===== src/rtl/counter_req_sched.sv =====
// counter_req_sched: round-robin arbiter feeding one shared up/down counter, with a bounds-checking shadow and clear sequencing
module counter_req_sched #(
   parameter int NUM_REQ  = 4,
   parameter int MAX_VAL  = 15,
   parameter int INIT_VAL = 0
) (
   input  logic                   clk,
   input  logic                   rst,
   input  logic [NUM_REQ-1:0]     req_valid,
   input  logic [NUM_REQ-1:0]     req_dec,
   input  logic [2*NUM_REQ-1:0]   req_amt,
   output logic [NUM_REQ-1:0]     req_ready,
   input  logic                   clr_req,
   output logic                   clr_ack,
   output logic                   cnt_incr_valid,
   output logic [1:0]             cnt_incr,
   output logic                   cnt_decr_valid,
   output logic [1:0]             cnt_decr,
   output logic                   cnt_reinit,
   input  logic [3:0]             cnt_value,
   output logic [3:0]             shadow,
   output logic                   err
);
   localparam int         PW   = $clog2(NUM_REQ);
   localparam logic [3:0] INIT = 4'(INIT_VAL);
   localparam logic [4:0] MAXV = 5'(MAX_VAL);
   typedef enum logic {RUN, CLR} state_t;
   state_t            state_q, state_d;
   logic [PW-1:0]     ptr_q, ptr_d, win;
   logic [3:0]        shadow_q, shadow_d, shadow_d1_q, shadow_d1_d;
   logic [NUM_REQ-1:0] elig, gnt;
   logic              found, win_dec, legal, go, run;
   logic [1:0]        win_amt, incr_q, incr_d, decr_q, decr_d;
   logic              incr_v_q, incr_v_d, decr_v_q, decr_v_d, err_q, err_d;
   function automatic logic ok(input logic v, input logic d, input logic [1:0] a, input logic [3:0] s);
      return v & ((a == 2'd0 || a == 2'd3) || (d ? s >= {2'b0, a} : {1'b0, s} + {3'b0, a} <= MAXV));
   endfunction
   always_comb begin
      elig = '0;
      for (int i = 0; i < NUM_REQ; i++)
         elig[i] = ok(req_valid[i], req_dec[i], req_amt[2*i +: 2], shadow_q);
   end
   // Two passes: from the pointer upward first, then wrap around to the low indices.
   always_comb begin
      gnt = '0;
      win = '0;
      win_amt = '0;
      win_dec = 1'b0;
      found = 1'b0;
      for (int i = 0; i < NUM_REQ; i++)
         if (!found && i >= int'(ptr_q) && elig[i]) begin
            found = 1'b1;
            win = PW'(i);
            gnt[i] = 1'b1;
            win_amt = req_amt[2*i +: 2];
            win_dec = req_dec[i];
         end
      for (int i = 0; i < NUM_REQ; i++)
         if (!found && elig[i]) begin
            found = 1'b1;
            win = PW'(i);
            gnt[i] = 1'b1;
            win_amt = req_amt[2*i +: 2];
            win_dec = req_dec[i];
         end
   end
   assign run       = state_q == RUN && !clr_req && !rst;
   assign go        = run && found;
   assign legal     = win_amt == 2'd1 || win_amt == 2'd2;
   assign req_ready = run ? gnt : '0;
   // The counter reloads one cycle before the shadow delay line would, so the
   // delayed copy is forced to INIT during CLR to keep the cross-check aligned.
   always_comb begin
      state_d     = (state_q == RUN && clr_req) ? CLR : RUN;
      ptr_d       = go ? ((int'(win) == NUM_REQ - 1) ? '0 : win + 1'b1) : ptr_q;
      shadow_d    = state_q == CLR ? INIT :
                    (go && legal) ? (win_dec ? shadow_q - {2'b0, win_amt} : shadow_q + {2'b0, win_amt}) :
                    shadow_q;
      incr_v_d    = go && legal && !win_dec;
      decr_v_d    = go && legal && win_dec;
      incr_d      = incr_v_d ? win_amt : '0;
      decr_d      = decr_v_d ? win_amt : '0;
      shadow_d1_d = state_q == CLR ? INIT : shadow_q;
      err_d       = err_q | (cnt_value != shadow_d1_q);
   end
   always_ff @(posedge clk) begin
      if (rst) begin
         state_q     <= RUN;
         ptr_q       <= '0;
         shadow_q    <= INIT;
         shadow_d1_q <= INIT;
         incr_v_q    <= 1'b0;
         decr_v_q    <= 1'b0;
         incr_q      <= '0;
         decr_q      <= '0;
         err_q       <= 1'b0;
      end else begin
         state_q     <= state_d;
         ptr_q       <= ptr_d;
         shadow_q    <= shadow_d;
         shadow_d1_q <= shadow_d1_d;
         incr_v_q    <= incr_v_d;
         decr_v_q    <= decr_v_d;
         incr_q      <= incr_d;
         decr_q      <= decr_d;
         err_q       <= err_d;
      end
   end
   assign cnt_reinit     = state_q == CLR;
   assign clr_ack        = state_q == CLR;
   assign cnt_incr_valid = incr_v_q;
   assign cnt_incr       = incr_q;
   assign cnt_decr_valid = decr_v_q;
   assign cnt_decr       = decr_q;
   assign shadow         = shadow_q;
   assign err            = err_q;
endmodule


===== config.mk =====
export PLATFORM = sky130hd
export DESIGN_NAME = counter_req_sched
export DESIGN_NICKNAME = d
export VERILOG_FILES = /design/src/rtl/counter_req_sched.sv
export SDC_FILE = /design/constraint.sdc
export NUM_CORES = 1
export LEC_CHECK = 0
export ABC_AREA = 1
export CORE_MARGIN = 2
export CORE_UTILIZATION = 35
export DETAILED_ROUTE_END_ITERATION = 12
export GPL_TIMING_DRIVEN = 0
export PLACE_DENSITY = 0.59
export SLEW_MARGIN = 20
export SYNTH_ARGS = -nofsm -noshare
export SYNTH_HDL_FRONTEND = slang
export SYNTH_SLANG_ARGS = --single-unit

===== constraint.sdc =====
create_clock -name clk -period 4.72 [get_ports clk]
set_input_delay 0.708 -clock clk [delete_from_list [all_inputs] [get_ports clk]]
set_output_delay 0.708 -clock clk [all_outputs]
set_load 0.01 [all_outputs]

Word-level counts from Yosys, hierarchy flattened
Cells that the tools add are included.
{ "classes": {"addsub": 7, "n_lt_le_gt_ge": 11, "eq_ne": 8, "n_mux": 46, "bitwise": 8, "n_reduce_logical": 43} }
{ "op_table": {"columns": ["op", "n"], "rows": [
  ["$mux 2", 15],
  ["$mux 1", 29],
  ["$add 4x2->5", 4],
  ["$le 5x4->1 const B", 4],
  ["$logic_and 1x1->1", 17],
  ["$ge 4x2->1", 4],
  ["$eq 2x2->1 const B", 5],
  ["$logic_not 1->1", 10],
  ["$logic_or 1x1->1", 9],
  ["$logic_not 2->1", 4],
  ["$mux 4", 2],
  ["$reduce_or 2->1", 3],
  ["$add 4x2->4", 1],
  ["$and 1x1->1", 4],
  ["$eq 2x1->1 const B", 2],
  ["$ge 1x2->1 const A", 2],
  ["$ne 4x4->1", 1],
  ["$sub 4x2->4", 1],
  ["$not 1->1", 3],
  ["$add 2x1->2 const B", 1],
  ["$ge 2x2->1 const A", 1],
  ["$or 1x1->1", 1]
]} }
{ "word_totals": {"register_bits": 18, "output_inout_bits": 17, "wordCells": 132} }

Longest topological paths before layout
Gate-level depths: netlist of run 1.
{ "depth": {"ltp_word": 36, "depth_mapped": 32} }

Worst setup path after synthesis of run 1
Ideal clock, no wire load.
{ "synth_path": {"kind": "input to register", "from": "input req_amt[2]", "to": "register shadow_q[3] (netlist: shadow[3])", "arrival_time_ns": 3.354, "t_required_ns": 4.610, "path_slack_ns": 1.256, "path_stages": 30, "path_cell_list": "ha_1 inv_1 fa_1 inv_1 nand3_1 a21oi_1 nand2_1 nand3_2 nand2_4 nor2_8 nand2_2 nor2_2 nand2_1 nand3_2 nor2_4 nand2_4 nand2_4 inv_2 nand2_1 o21ai_1 inv_1 ha_1 nand2_1 nand2_1 a31oi_1 nand3_1 nand3_1 nand2_1 inv_1 nor2_1"} }
{ "synth_via": {"elab_chain_len": 29, "elab_cells_between_ends": 52, "classes_between": "add/sub: 3; order compare: 2; eq/ne: 3; mux: 23; bitwise: 1; reduce/logical: 20"} }
{ "synth_rtl": {"columns": ["element", "line_no", "text"], "rows": [
  ["start: declaration", "11", "input logic [2*NUM_REQ-1:0] req_amt,"],
  ["parallel branches: the longest is 29 deep, another holds $add 4x2->5", null, null],
  ["end signal: assignment", "100", "shadow_q <= shadow_d;"],
  ["end: declaration", "30", "logic [3:0] shadow_q, shadow_d, shadow_d1_q, shadow_d1_d;"]
]} }
Several ways; the timed one is not identified.
A chain may end at the register's enable or synchronous reset.

Worst setup path after layout of run 1
{ "layout_path": {"from": "input req_amt[2]", "to": "output req_ready[1]"} }
{ "layout_via": {"elab_chain_len": 21, "elab_cells_between_ends": 26, "classes_between": "add/sub: 1; order compare: 2; eq/ne: 1; mux: 8; bitwise: 1; reduce/logical: 13"} }
{ "layout_rtl": {"columns": ["element", "line_no", "text"], "rows": [
  ["$add 4x2->5", "36", "return v & ((a == 2'd0 || a == 2'd3) || (d ? s >= {2'b0, a} : {1'b0, s} + {3'b0, a} <= MAXV));"],
  ["$le 5x4->1", "36", null],
  ["$mux 1", "36", null],
  ["$logic_or 1x1->1 (*)", "36", null],
  ["$and 1x1->1 (*)", "36", null],
  ["$logic_and 1x1->1", "51", "if (!found && i >= int'(ptr_q) && elig[i]) begin"],
  ["$mux 1", "51", null],
  ["$logic_not 1->1", "51", null],
  ["[5 not listed]", null, null],
  ["$mux 1", "51", null],
  ["$logic_not 1->1", "59", "if (!found && elig[i]) begin"],
  ["$logic_and 1x1->1", "59", null],
  ["$mux 1", "59", null],
  ["$logic_not 1->1", "59", null],
  ["$logic_and 1x1->1", "59", null],
  ["$mux 1 (*)", "59", null],
  ["$mux 4 (*)", "70", "assign req_ready = run ? gnt : '0;"],
  ["end: declaration", "12", "output logic [NUM_REQ-1:0] req_ready,"]
]} }
Mark *: on every way between the ends. The rest lies on a longest branch, timed or not.

==> impl_metrics.py, run 1 <==
metrics = {
    "sta": {
        "max_freq_ghz": 0.2296,
        "finalCriticalPeriod_ns": 4.355,
        "setup_viol": 0,
        "rsz0062_at_grt": "no",
        "worst_slack_ns": 0.3651,
        "setup_tns_ns": 0,
        "worst_pin_slew_ns": 0.4821,
        "finClkSkew_ns": 0.001109,
        "slew_violations": 0,
        "relSlewSlack_pct": 67.81,
        "period_share_pct": 92.26,
        "final_hold_viol_count": 0,
    },
    "grt": {
        "grt_start_max_net_pins": 12,
        "grt_pass1_wl_mm": 6.658,
        "antenna_found_initial": 0,
        "grt.overflow.total": 0,
        "grt.total_usage_pct": 16.13,
        "grt_pass1_vias": 1422,
    },
    "finish": {
        "area_growth_pct": 30.30,
        "finish.instance_area_um2": 2206,
        "drive_gt1_share_pct": 11.90,
        "finalNetCount": 338,
        "layoutNonFillerInstCount": 348,
        "multiInputGateArea_um2": 1126,
        "fill_cells": 494,
        "diodes": 0,
        "seq_area_um2": 360.3,
    },
    "setup_path": {
        "endpoint_kind": "output pin",
        "crit_fanout": 6,
        "critPathLaunchType": "input pin",
        "cp.arrival_ns": 3.65,
        "crit_type": "input pin to output pin",
        "crit_required_ns": 4.01,
    },
    "status": {
        "status": "complete, no violations",
    },
    "power_and_ir_drop": {
        "powerDensity_nw_per_um2": 232.8,
        "peakVddDrop_v": 0.0001004,
        "p_leak_nw": 1.142,
        "finalPower_uw": 513.6,
    },
    "placement": {
        "gp_congestion": 0.8565,
        "io_buffers": 39,
        "dp.cells": 344,
        "post-dp-hpwl_mm": 3.355,
        "place_area_um2": 2151,
        "place_ws_ns": 0.1622,
    },
    "floorplan": {
        "die_w_um": 73.55,
        "ioPinCount": 40,
        "die_h_um": 73.55,
        "core-area_um2": 4692,
        "dieArea_um2": 5409,
        "rows": 25,
        "initial_core_util_pct": 36.08,
    },
    "synth": {
        "synth_edf_count": 0,
        "netlist_area_um2": 1693,
        "yosys.area.top_type": "dfxtp_1",
        "syn_area_per_cell_um2": 6.745,
        "synth_ff_type": "dfxtp_1",
        "syn-num-nets": 294,
        "synth_most_common_cell": "nand2_1",
        "ys_ff_latch": 18,
        "ys_top_cells_by_count": "nand2_1 (59), inv_1 (45), nor2_1 (25)",
        "ys_seq_area_share_pct": 21.29,
        "synth_cell_types": 27,
        "synth.area.top_cells": "dfxtp_1 (21%), nand2_1 (13%), ha_1 (11%)",
        "syn_inst": 251,
        "yosysTopAreaCellShare_pct": 21.29,
        "yosys_warnings": 0,
        "async_flop_share_pct": 0,
    },
    "hold_path": {
        "min_path_type": "flop to flop",
    },
    "routing": {
        "dr.pass1.iters": 4,
        "antenna_left": 0,
        "viasPerCell": 4.566,
        "totalWireLength_mm": 4.064,
        "dr_total_vias": 1589,
        "wl_per_cell_um": 11.68,
        "remaining_drc_errors": 0,
        "drt_first_iter_violations": 126,
    },
    "clocking": {
        "cts_made_buffers": 3,
        "cts_root_buf": "clkbuf_8",
        "cts.path.max_buffers": 2,
        "clkLatencyLatePin_ns": 0.25,
        "tritoncts": "built",
        "htreeDepth": 1,
        "ctsResizeCount": 0,
        "cts_hold_buf": 0,
        "clk_pin_slew_ns": 0.06,
        "post_cts_buffers": 0,
        "cts_num_sinks": 18,
    },
    "job": {
        "cap_viol_max_count": 0,
    },
}
where the power goes:
part	internal [mW]	switching, mW
Sequential	0.161	0.0101
Clock	0.0741	0.0493
Combinational	0.0887	0.131
Total	0.323	0.190
metrics by stage:
stage          utilization (%)  hold WS (ns)
5_1_grt                  47.01        0.5230
6_report                 47.01        0.4879
3_5_place_dp             45.84        0.4790
3_3_place_gp             45.84        0.4750
2_1_floorplan                -        0.4530
4_1_cts                  47.01        0.4896
worst max-delay path, stage by stage:
cell and delay (ns):
clkdlybuf4s50_1 0.62, ha_1 0.19, inv_1 0.05, fa_1 0.36
inv_1 0.06, nand3_1 0.06, a21oi_1 0.13, nand2_1 0.12
nand3_2 0.14, nand2_4 0.10, nor2_8 0.12, nand2_2 0.07
nor2_2 0.13, inv_1 0.09, a21oi_1 0.13, clkdlybuf4s50_1 0.55
layer usage:
metal,up-vias,GRT usage (%),share of wire (%)
met3,5,3.429,5.2
li1,864,-,-
met1,682,23.87,49
met4,0,5.051,1.3
met2,38,23.21,44
met5,-,0,0
cells by family after synthesis:
| family | after synthesis | synth area share [%] |
|---|---|---|
| DFF | 18 | 21.29 |
| and+or+nand+nor | 135 | 40.87 |
| xor gates and xnor gates | 4 | 2.069 |
| AOI/OAI and AO/OA | 20 | 6.578 |
| adders and majority gates | 20 | 17.00 |
| buffers and inverters | 54 | 12.20 |
layout by cell type (no fill, tap or decap):
| cell type | Yosys | final |
|---|---|---|
| nand2_2 | 6 | 6 |
| o21ai_0 | 3 | 3 |
| nor3_1 | 2 | 2 |
| o21ai_1 | 4 | 4 |
| xor2_1 | 4 | 4 |
| inv_2 | 6 | 6 |
| nand4_2 | 1 | 1 |
| ha_1 | 15 | 15 |
| clkbuf_8 | 0 | 4 |
| dfxtp_1 | 18 | 18 |
| clkdlybuf4s50_1 | 0 | 39 |
| nand3_4 | 1 | 1 |
| a2111oi_0 | 1 | 1 |
| nand2_4 | 3 | 3 |
| nand3_2 | 5 | 5 |
| nand4_1 | 7 | 7 |
| nand3_1 | 19 | 19 |
| nor2_1 | 25 | 25 |
| nor2_4 | 1 | 1 |
| a21oi_1 | 10 | 10 |
| nand2_1 | 59 | 59 |
| clkinv_1 | 2 | 2 |
| buf_4 | 1 | 1 |
| nor2_2 | 4 | 4 |
| o21bai_2 | 1 | 1 |
| nor2_8 | 2 | 2 |
| fa_1 | 5 | 5 |
| a31oi_1 | 1 | 1 |
| inv_1 | 45 | 45 |
area by class of cell:
type                       count  area share [%]
multi-input combinational    179           51.05
timing repair buffer          39           17.70
sequential                    18           16.34
inverter                      53           9.019
tap                           54           3.063
clock buffer                   4           2.496
buffer                         1          0.3403
path summary, 6_finish.rpt:
| check | from | endpoint | slack (ns) | cells after the start |
|---|---|---|---|---|
| worst max-delay path | req_amt[2] | req_ready[1] | 0.37 | 16 |
| worst min-delay path | ptr_q[0] | ptr_q[0] | 0.49 | 2 |
| worst max register to register | shadow[1] | shadow[3] | 0.80 | 30 |
| worst min register to register | ptr_q[0] | ptr_q[0] | 0.49 | 2 |
flip-flops by register name, indices dropped and copies added (netlist names):
register / flops
cnt_incr_valid: 1
cnt_incr: 2
clr_ack: 1
err: 1
shadow: 4
cnt_decr: 2
shadow_d1_q: 4
cnt_decr_valid: 1
ptr_q: 2
No activity file was read; power rests on OpenSTA's default activity.
==> run 2: changes to the inputs <==
--- a/config.mk
+++ b/config.mk
@@ -11,7 +11,9 @@
 export DETAILED_ROUTE_END_ITERATION = 12
 export GPL_TIMING_DRIVEN = 0
 export PLACE_DENSITY = 0.59
+export SKIP_CTS_REPAIR_TIMING = 1
 export SLEW_MARGIN = 20
 export SYNTH_ARGS = -nofsm -noshare
 export SYNTH_HDL_FRONTEND = slang
 export SYNTH_SLANG_ARGS = --single-unit
+export TNS_END_PERCENT = 100
==> results of run 2 <==
Final layout, timing and power as in run 1 (identical DEF).
==> run 3: changes to the inputs <==
==> constraint.sdc (replaced) <==
create_clock -name clk -period 4.72 [get_ports clk]
set_input_delay 0.708 -clock clk [delete_from_list [all_inputs] [get_ports clk]]
set_output_delay 0.708 -clock clk [all_outputs]
set_load 0.005 [all_outputs]
==> results of run 3 <==
The final DEF is identical to that of run 1. Status: complete, no violations.
Main changes from that run: setup slack after layout 0.3651 ns -> 0.3797 ns; end point of the critical path req_ready[1] -> shadow[3]; total power 0.5136 mW -> 0.5105 mW
